`config.mk`:
```
export PLATFORM = sky130hd
export DESIGN_NAME = alu_frame_intf
export DESIGN_NICKNAME = d
export VERILOG_FILES = /design/src/rtl/alu_frame_intf.sv
export SDC_FILE = /design/constraint.sdc
export NUM_CORES = 1
export LEC_CHECK = 0
export CAP_MARGIN = 20
export CORE_ASPECT_RATIO = 1.1
export CORE_MARGIN = 3
export CORE_UTILIZATION = 46
export CTS_BUF_LIST = sky130_fd_sc_hd__clkbuf_8
export CTS_CLUSTER_SIZE = 8
export DETAILED_ROUTE_END_ITERATION = 8
export PLACE_DENSITY = 0.78
export SLEW_MARGIN = 20
export SYNTH_ARGS = -nofsm -noshare
export SYNTH_HDL_FRONTEND = slang
export SYNTH_SLANG_ARGS = --single-unit
export TNS_END_PERCENT = 100
```
`constraint.sdc`:
```
create_clock -name i_clock -period 1.5 [get_ports i_clock]
set_input_delay 0.3 -clock i_clock [delete_from_list [all_inputs] [get_ports i_clock]]
set_output_delay 0.3 -clock i_clock [all_outputs]
set_load 0.03 [all_outputs]
```
`src/rtl/alu_frame_intf.sv`:
```
// UART-to-ALU framing bridge: assembles little-endian operands A and B plus an opcode from RX bytes,
// then streams the ALU result back to the UART TX LSB byte first, with an inter-byte frame timeout.
module alu_frame_intf #(
  parameter int DBIT        = 8,
  parameter int DATA_W      = 16,
  parameter int OP_W        = 6,
  parameter int TIMEOUT_CYC = 1000
) (
  input  logic              i_clock,
  input  logic              i_reset,
  input  logic              i_rx_done,
  input  logic [DBIT-1:0]   i_rx_data,
  input  logic [DATA_W-1:0] i_alu_result,
  input  logic              i_tx_done,
  output logic [DATA_W-1:0] o_alu_datoa,
  output logic [DATA_W-1:0] o_alu_datob,
  output logic [OP_W-1:0]   o_alu_opcode,
  output logic [DBIT-1:0]   o_tx_data,
  output logic              o_tx_start,
  output logic              o_busy,
  output logic              o_frame_err
);

  localparam int NB    = DATA_W / DBIT;
  localparam int CNT_W = (NB > 1) ? $clog2(NB) : 1;
  localparam int TO_W  = (TIMEOUT_CYC > 1) ? $clog2(TIMEOUT_CYC) : 1;
  localparam bit TO_EN = (TIMEOUT_CYC > 0);
  localparam logic [CNT_W-1:0] LAST_BYTE = CNT_W'(NB - 1);
  localparam logic [TO_W-1:0]  TO_LAST   = TO_W'((TIMEOUT_CYC > 0) ? TIMEOUT_CYC - 1 : 0);

  typedef enum logic [2:0] {
    S_OPA, S_OPB, S_OPCODE, S_EXEC, S_TX_LOAD, S_TX_WAIT
  } state_t;

  state_t            state;
  logic [CNT_W-1:0]  rx_cnt;
  logic [CNT_W-1:0]  tx_cnt;
  logic [TO_W-1:0]   to_cnt;
  logic [DATA_W-1:0] asm_reg;
  logic [DATA_W-1:0] tx_shift;

  logic              rx_state;
  logic              partial;
  logic              timeout;
  logic [DATA_W-1:0] asm_next;
  logic [DATA_W-1:0] tx_next;

  function automatic logic [DATA_W-1:0] insert_byte(input logic [DATA_W-1:0] word,
                                                     input logic [CNT_W-1:0]  idx,
                                                     input logic [DBIT-1:0]   b);
    logic [DATA_W-1:0] w;
    w = word;
    w[int'(idx)*DBIT +: DBIT] = b;
    return w;
  endfunction

  always_comb begin
    rx_state = (state == S_OPA) || (state == S_OPB) || (state == S_OPCODE);
    // Once operand A has started, every receive state belongs to an open frame.
    partial  = ((state == S_OPA) && (rx_cnt != '0)) || (state == S_OPB) || (state == S_OPCODE);
    // A byte landing on the expiry edge wins over the timeout.
    timeout  = TO_EN && partial && !i_rx_done && (to_cnt == TO_LAST);
    asm_next = insert_byte(asm_reg, rx_cnt, i_rx_data);
    tx_next  = tx_shift >> DBIT;
  end

  always_ff @(posedge i_clock) begin
    if (i_reset) begin
      state        <= S_OPA;
      rx_cnt       <= '0;
      tx_cnt       <= '0;
      to_cnt       <= '0;
      asm_reg      <= '0;
      tx_shift     <= '0;
      o_alu_datoa  <= '0;
      o_alu_datob  <= '0;
      o_alu_opcode <= '0;
      o_tx_data    <= '0;
      o_tx_start   <= 1'b0;
      o_busy       <= 1'b0;
      o_frame_err  <= 1'b0;
    end else begin
      o_tx_start  <= 1'b0;
      o_frame_err <= 1'b0;

      if (timeout) begin
        // Drop the partial frame; completed operand/opcode registers are left untouched.
        o_frame_err <= 1'b1;
        rx_cnt      <= '0;
        to_cnt      <= '0;
        state       <= S_OPA;
      end else begin
        if (rx_state && i_rx_done) begin
          to_cnt <= '0;
        end else if (partial) begin
          to_cnt <= to_cnt + 1'b1;
        end else begin
          to_cnt <= '0;
        end

        case (state)
          S_OPA, S_OPB: begin
            if (i_rx_done) begin
              asm_reg <= asm_next;
              if (rx_cnt == LAST_BYTE) begin
                rx_cnt <= '0;
                if (state == S_OPA) begin
                  o_alu_datoa <= asm_next;
                  state       <= S_OPB;
                end else begin
                  o_alu_datob <= asm_next;
                  state       <= S_OPCODE;
                end
              end else begin
                rx_cnt <= rx_cnt + 1'b1;
              end
            end
          end
          S_OPCODE: begin
            if (i_rx_done) begin
              o_alu_opcode <= i_rx_data[OP_W-1:0];
              o_busy       <= 1'b1;
              state        <= S_EXEC;
            end
          end
          S_EXEC: begin
            // Start pulse and first byte are registered so they line up with S_TX_LOAD.
            tx_shift   <= i_alu_result;
            tx_cnt     <= '0;
            o_tx_data  <= i_alu_result[DBIT-1:0];
            o_tx_start <= 1'b1;
            state      <= S_TX_LOAD;
          end
          S_TX_LOAD: begin
            state <= S_TX_WAIT;
          end
          S_TX_WAIT: begin
            if (i_tx_done) begin
              if (tx_cnt == LAST_BYTE) begin
                o_busy <= 1'b0;
                state  <= S_OPA;
              end else begin
                tx_cnt     <= tx_cnt + 1'b1;
                tx_shift   <= tx_next;
                o_tx_data  <= tx_next[DBIT-1:0];
                o_tx_start <= 1'b1;
                state      <= S_TX_LOAD;
              end
            end
          end
          default: state <= S_OPA;
        endcase
      end
    end
  end

endmodule

```
Word level (Yosys, flattened, before mapping)
Cells that the tools add are included.
{"block": "totals", "wordCells": 84, "ff_bits": 96, "mem_bits_rw": 0, "out_inout_bits": 49, "latch_bits": 0, "mem_bits_ro": 0, "n_memories": 0}
{"block": "classes", "n_mul": 0, "shifts": 2, "reduce_logical": 24, "addsub": 4, "eq_ne": 12, "magnitude_cmp": 0, "bitwise_logic": 3, "muxes": 26, "n_div": 0}
{"operator": "$neg 4->33", "n": 1}
{"operator": "$shift 8x33->16 const A", "n": 1}
{"operator": "$shiftx 8x33->16", "n": 1}
{"operator": "$mux 16", "n": 2}
{"operator": "$pmux 16 s2", "n": 1}
{"operator": "$bwmux 16", "n": 1}
{"operator": "$mux 8", "n": 2}
{"operator": "$pmux 8 s2", "n": 1}
{"operator": "$mux 3", "n": 5}
{"operator": "$pmux 3 s5", "n": 1}
{"operator": "$reduce_and 5->1", "n": 3}
{"operator": "$ne 2x2->1 const B", "n": 6}
{"operator": "$add 10x1->10 const B", "n": 1}
{"operator": "$eq 10x10->1 const B", "n": 1}
{"operator": "$mux 1", "n": 9}
{"operator": "$reduce_and 3->1", "n": 3}
{"operator": "$reduce_and 4->1", "n": 2}
{"operator": "$eq 3x2->1 const B", "n": 2}
{"operator": "$eq 3x3->1 const B", "n": 2}
{"operator": "$pmux 1 s2", "n": 3}
{"operator": "$logic_and 1x1->1", "n": 4}
{"operator": "$logic_or 1x1->1", "n": 4}
{"operator": "$reduce_bool 2->1", "n": 2}
{"operator": "$reduce_or 2->1", "n": 2}
{"operator": "other kinds (8)", "n": 11}

Depth between registers and ports, before layout
{"block": "logic_depth", "ltp_word": 8, "depth_mapped": 6}

Least setup slack after synthesis
Ideal clock, no wire load.
{"block": "synth_path", "path_type": "register to register", "startpoint": "register state[2]", "endpoint": "register o_tx_data[5]", "setup_ns": 0.086, "path_buffers": 2, "stages_incl_launch_ff": 7, "arrival_time_ns": 1.346, "slack_ns": 0.068, "path_cell_list": "dfxtp_1 -> inv_1 -> or3_1 -> buf_6 -> buf_6 -> mux2i_1 -> a211oi_1"}
{"block": "synth_between", "elab_chain_cells": 8}
{"item": "start: declaration", "line_no": "35", "rtl": "state_t state;"}
{"item": "start signal: assignment", "line_no": "69", "rtl": "state <= S_OPA;"}
{"item": "start signal: assignment", "line_no": "91", "rtl": "state <= S_OPA;"}
{"item": "start signal: assignment", "line_no": "109", "rtl": "state <= S_OPB;"}
{"item": "$logic_not 3->1", "line_no": "60", "rtl": "partial = ((state == S_OPA) && (rx_cnt != '0)) || (state == S_OPB) || (state == S_OPCODE);"}
{"item": "$logic_and 1x1->1", "line_no": "60"}
{"item": "$logic_or 1x1->1 (2 in series)", "line_no": "60"}
{"item": "$logic_and 1x1->1 (2 in series)", "line_no": "62", "rtl": "timeout = TO_EN && partial && !i_rx_done && (to_cnt == TO_LAST);"}
{"item": "$not 1->1 (no source line)"}
{"item": "$reduce_and 4->1 (no source line)"}
{"item": "end signal: assignment", "line_no": "130", "rtl": "o_tx_data <= i_alu_result[DBIT-1:0];"}
{"item": "end signal: assignment", "line_no": "145", "rtl": "o_tx_data <= tx_next[DBIT-1:0];"}
{"item": "end: declaration", "line_no": "18", "rtl": "output logic [DBIT-1:0] o_tx_data,"}
Several ways; a longest one is shown, not always the timed one.
A chain may end at the register's enable or synchronous reset.

Worst setup path in the final report
{"block": "layout_path", "startpoint": "register state[0]", "endpoint": "register o_tx_data[3]"}
The elaborated chain is that of the path after synthesis.

==> results.json <==
{
  "grt_max_degree": 48,
  "min_path_cells": 4,
  "synth_area_leaders": "dfxtp_1 (51%), nand2_1 (12%), a21oi_1 (8.4%)",
  "syn_to_final_growth_pct": 33.3,
  "start_util_pct": 47.8,
  "via_per_inst": 5.13,
  "clockBufferDepth": 2,
  "synth_cells": 377,
  "layout_min_cycle_time_ns": 1.45,
  "first_global_vias": 2644,
  "pin_count": 77,
  "r2r_cells": 5,
  "drt_first_pass_iters": 4,
  "ys_seq_area_share_pct": 50.5,
  "syn_nets": 406,
  "synth.avg_cell_area_sq_um": 8.41,
  "finalInstanceArea_sq_mm": 0.00422,
  "ys.flop_type": "dfxtp_1",
  "crit_path_start_kind": "flip-flop",
  "synth_most_common_cell": "nand2_1",
  "max_cap_violations": 0,
  "worstSkewPairLatency_ns": 0.36,
  "top_regs": "o_alu_datoa x16, o_alu_datob x16, to_cnt x10",
  "post_dp_cell_area_sq_mm": 0.00408,
  "antenna_left": 0,
  "slew_viol_final": 0,
  "peakVddDrop_uv": 693,
  "tightest_slew_ns": 0.472,
  "fp.coreArea_sq_mm": 0.00663,
  "dieHeight_microns": 93.1,
  "gp_congestion": 0.783,
  "hold_viol": 0,
  "relSlewSlack_pct": 68.5,
  "final.fill_count": 574,
  "p_leak_nw": 1.79,
  "antenna_found_initial": 0,
  "post-route-util_pct": 63.7,
  "rsz0062_at_grt": "false",
  "path_class": "flip-flop to flip-flop",
  "cts_root_buf": "clkbuf_8",
  "die_w_microns": 85.1,
  "dpl.hpwl_mm": 5.26,
  "synth_top_area_share_pct": 50.5,
  "cts_tree": "done",
  "slowest_delay_ns": 0.38,
  "crit_path_max_fanout": 17,
  "synth_top_cell_by_area": "dfxtp_1",
  "setup_viol": 0,
  "critical_path_required_ns": 1.76,
  "numCtsBuffers": 9,
  "vias": 2783,
  "holdBufCountCts": 0,
  "ys_types": 40,
  "wirelength_mm": 7.24,
  "clock_skew_ns": 0.0114,
  "async_flop_share_pct": 0,
  "groute.usage.overall_pct": 18.9,
  "drt_iter0_markers": 86,
  "htreeDepth": 3,
  "drive_above_1_share_pct": 11.1,
  "timing.fmax_ghz": 0.690,
  "diodes": 0,
  "drc": 0,
  "end_kind": "flip-flop",
  "nNetsFinal": 485,
  "setup_ws_ns": 0.0514,
  "pre_cts_ws_ns": -0.267,
  "arrival_ns": 1.71,
  "powerDensity_mw_per_mm2": 944,
  "finalCritPeriodShare_pct": 96.6,
  "status": "finished clean",
  "power.total_mw": 3.99,
  "netlist_top_cells_count": "nand2_1 (98), dfxtp_1 (80), a21oi_1 (53)",
  "dieArea_sq_mm": 0.00792,
  "grt_overflow": 0,
  "detail_route.wl_per_cell_microns": 13.3,
  "syn-cell-area_sq_mm": 0.00317,
  "critical_path.cell_chain": "inv_1 > or3_4 > buf_8 > mux2i_1 > a211oi_1",
  "cp_slowest_cell": "or3_4",
  "numClockSinks": 80,
  "rows": 31,
  "grt_pass1_wl_mm": 12.0,
  "clk_pin_slew_ns": 0.09,
  "ys_ff_latch": 80,
  "yosys_warnings": 0,
  "cts_setup_buffers": 0,
  "io_buffers": 76,
  "synth_edf_count": 0,
  "hp-class": "input pin to flip-flop",
  "tns_ns": 0
}
-- stage by stage --
step,instances,hold WS (ns)
global route,543,0.391
CTS,543,0.371
detailed placement,527,0.445
floorplan,377,0.418
finish,543,0.380
global placement,527,0.428
-- logic make-up after synthesis --
| group | after synthesis | synth area share, % |
|---|---|---|
| buffers and inverters | 36 | 6.55 |
| AOI/OAI and AO/OA | 77 | 13.7 |
| xor gates and xnor gates | 6 | 1.66 |
| and+or+nand+nor | 163 | 22.8 |
| adders and majority gates | 1 | 0.395 |
| muxes | 14 | 4.42 |
| DFF | 80 | 50.5 |
-- where the power goes --
part	internal [mW]	switching [mW]
clock network	0.632	0.835
logic	0.155	0.179
registers	2.16	0.0288
-- final timing paths --
path	from	slack, ns	endpoint
worst max-delay path	state[0]	0.05	o_tx_data[3]
worst min-delay path	i_reset	0.38	rx_cnt
worst max register to register	state[0]	0.05	o_tx_data[3]
worst min register to register	tx_shift[8]	0.45	tx_shift[8]
-- worst max-delay path: cells and delay by family (launching register included) --
kind | cells | cell delay (ns)
compound gates | 1 | 0.25
flops | 1 | 0.36
buf+inv | 2 | 0.25
mux | 1 | 0.12
simple gates | 1 | 0.38
-- metal layers --
metal / global-route usage (%) / wire (microns) / up-vias
met5: 0 / 0 / -
met4: 7.39 / 90 / 0
met3: 6.17 / 489 / 8
met2: 32.3 / 3550 / 74
met1: 21.9 / 3110 / 1289
li1: - / - / 1412
-- layout make-up --
type | instances | area [sq um] | share of cell area (%)
Clock inverter | 7 | 61.3 | 1.45
Inverter | 4 | 15.0 | 0.355
Clock buffer | 9 | 124 | 2.93
Timing Repair Buffer | 100 | 948 | 22.5
Multi-Input combinational cell | 261 | 1370 | 32.3
Sequential cell | 80 | 1610 | 38.0
Tap cell | 82 | 103 | 2.43
-- placed cells by master (no fill, tap or decap), drive strengths merged, types with 2 or more instances in the layout --
cell type and instances:
nand2 98, dfxtp 80, a21oi 53, dlygate4sd2 49
nor2 31, clkdlybuf4s50 26, buf 25, mux2i 14
nand3 11, a211oi 9, clkbuf 9, inv 8
o21ai 5, a31oi 3, xor2 3, xnor2 3
or3 3, and3 3, and4 2, nand4 2
nand2b 2, a21o 2, nor2b 2, clkinvlp 2
nor3 2, and4bb 2
-- what timing repair did --
action,CTS,global route
setup endpoints to repair,52,11
resized for setup,51,7
cloned,0,0
pin swaps,0,0
Power figures use the tool's default switching activity.
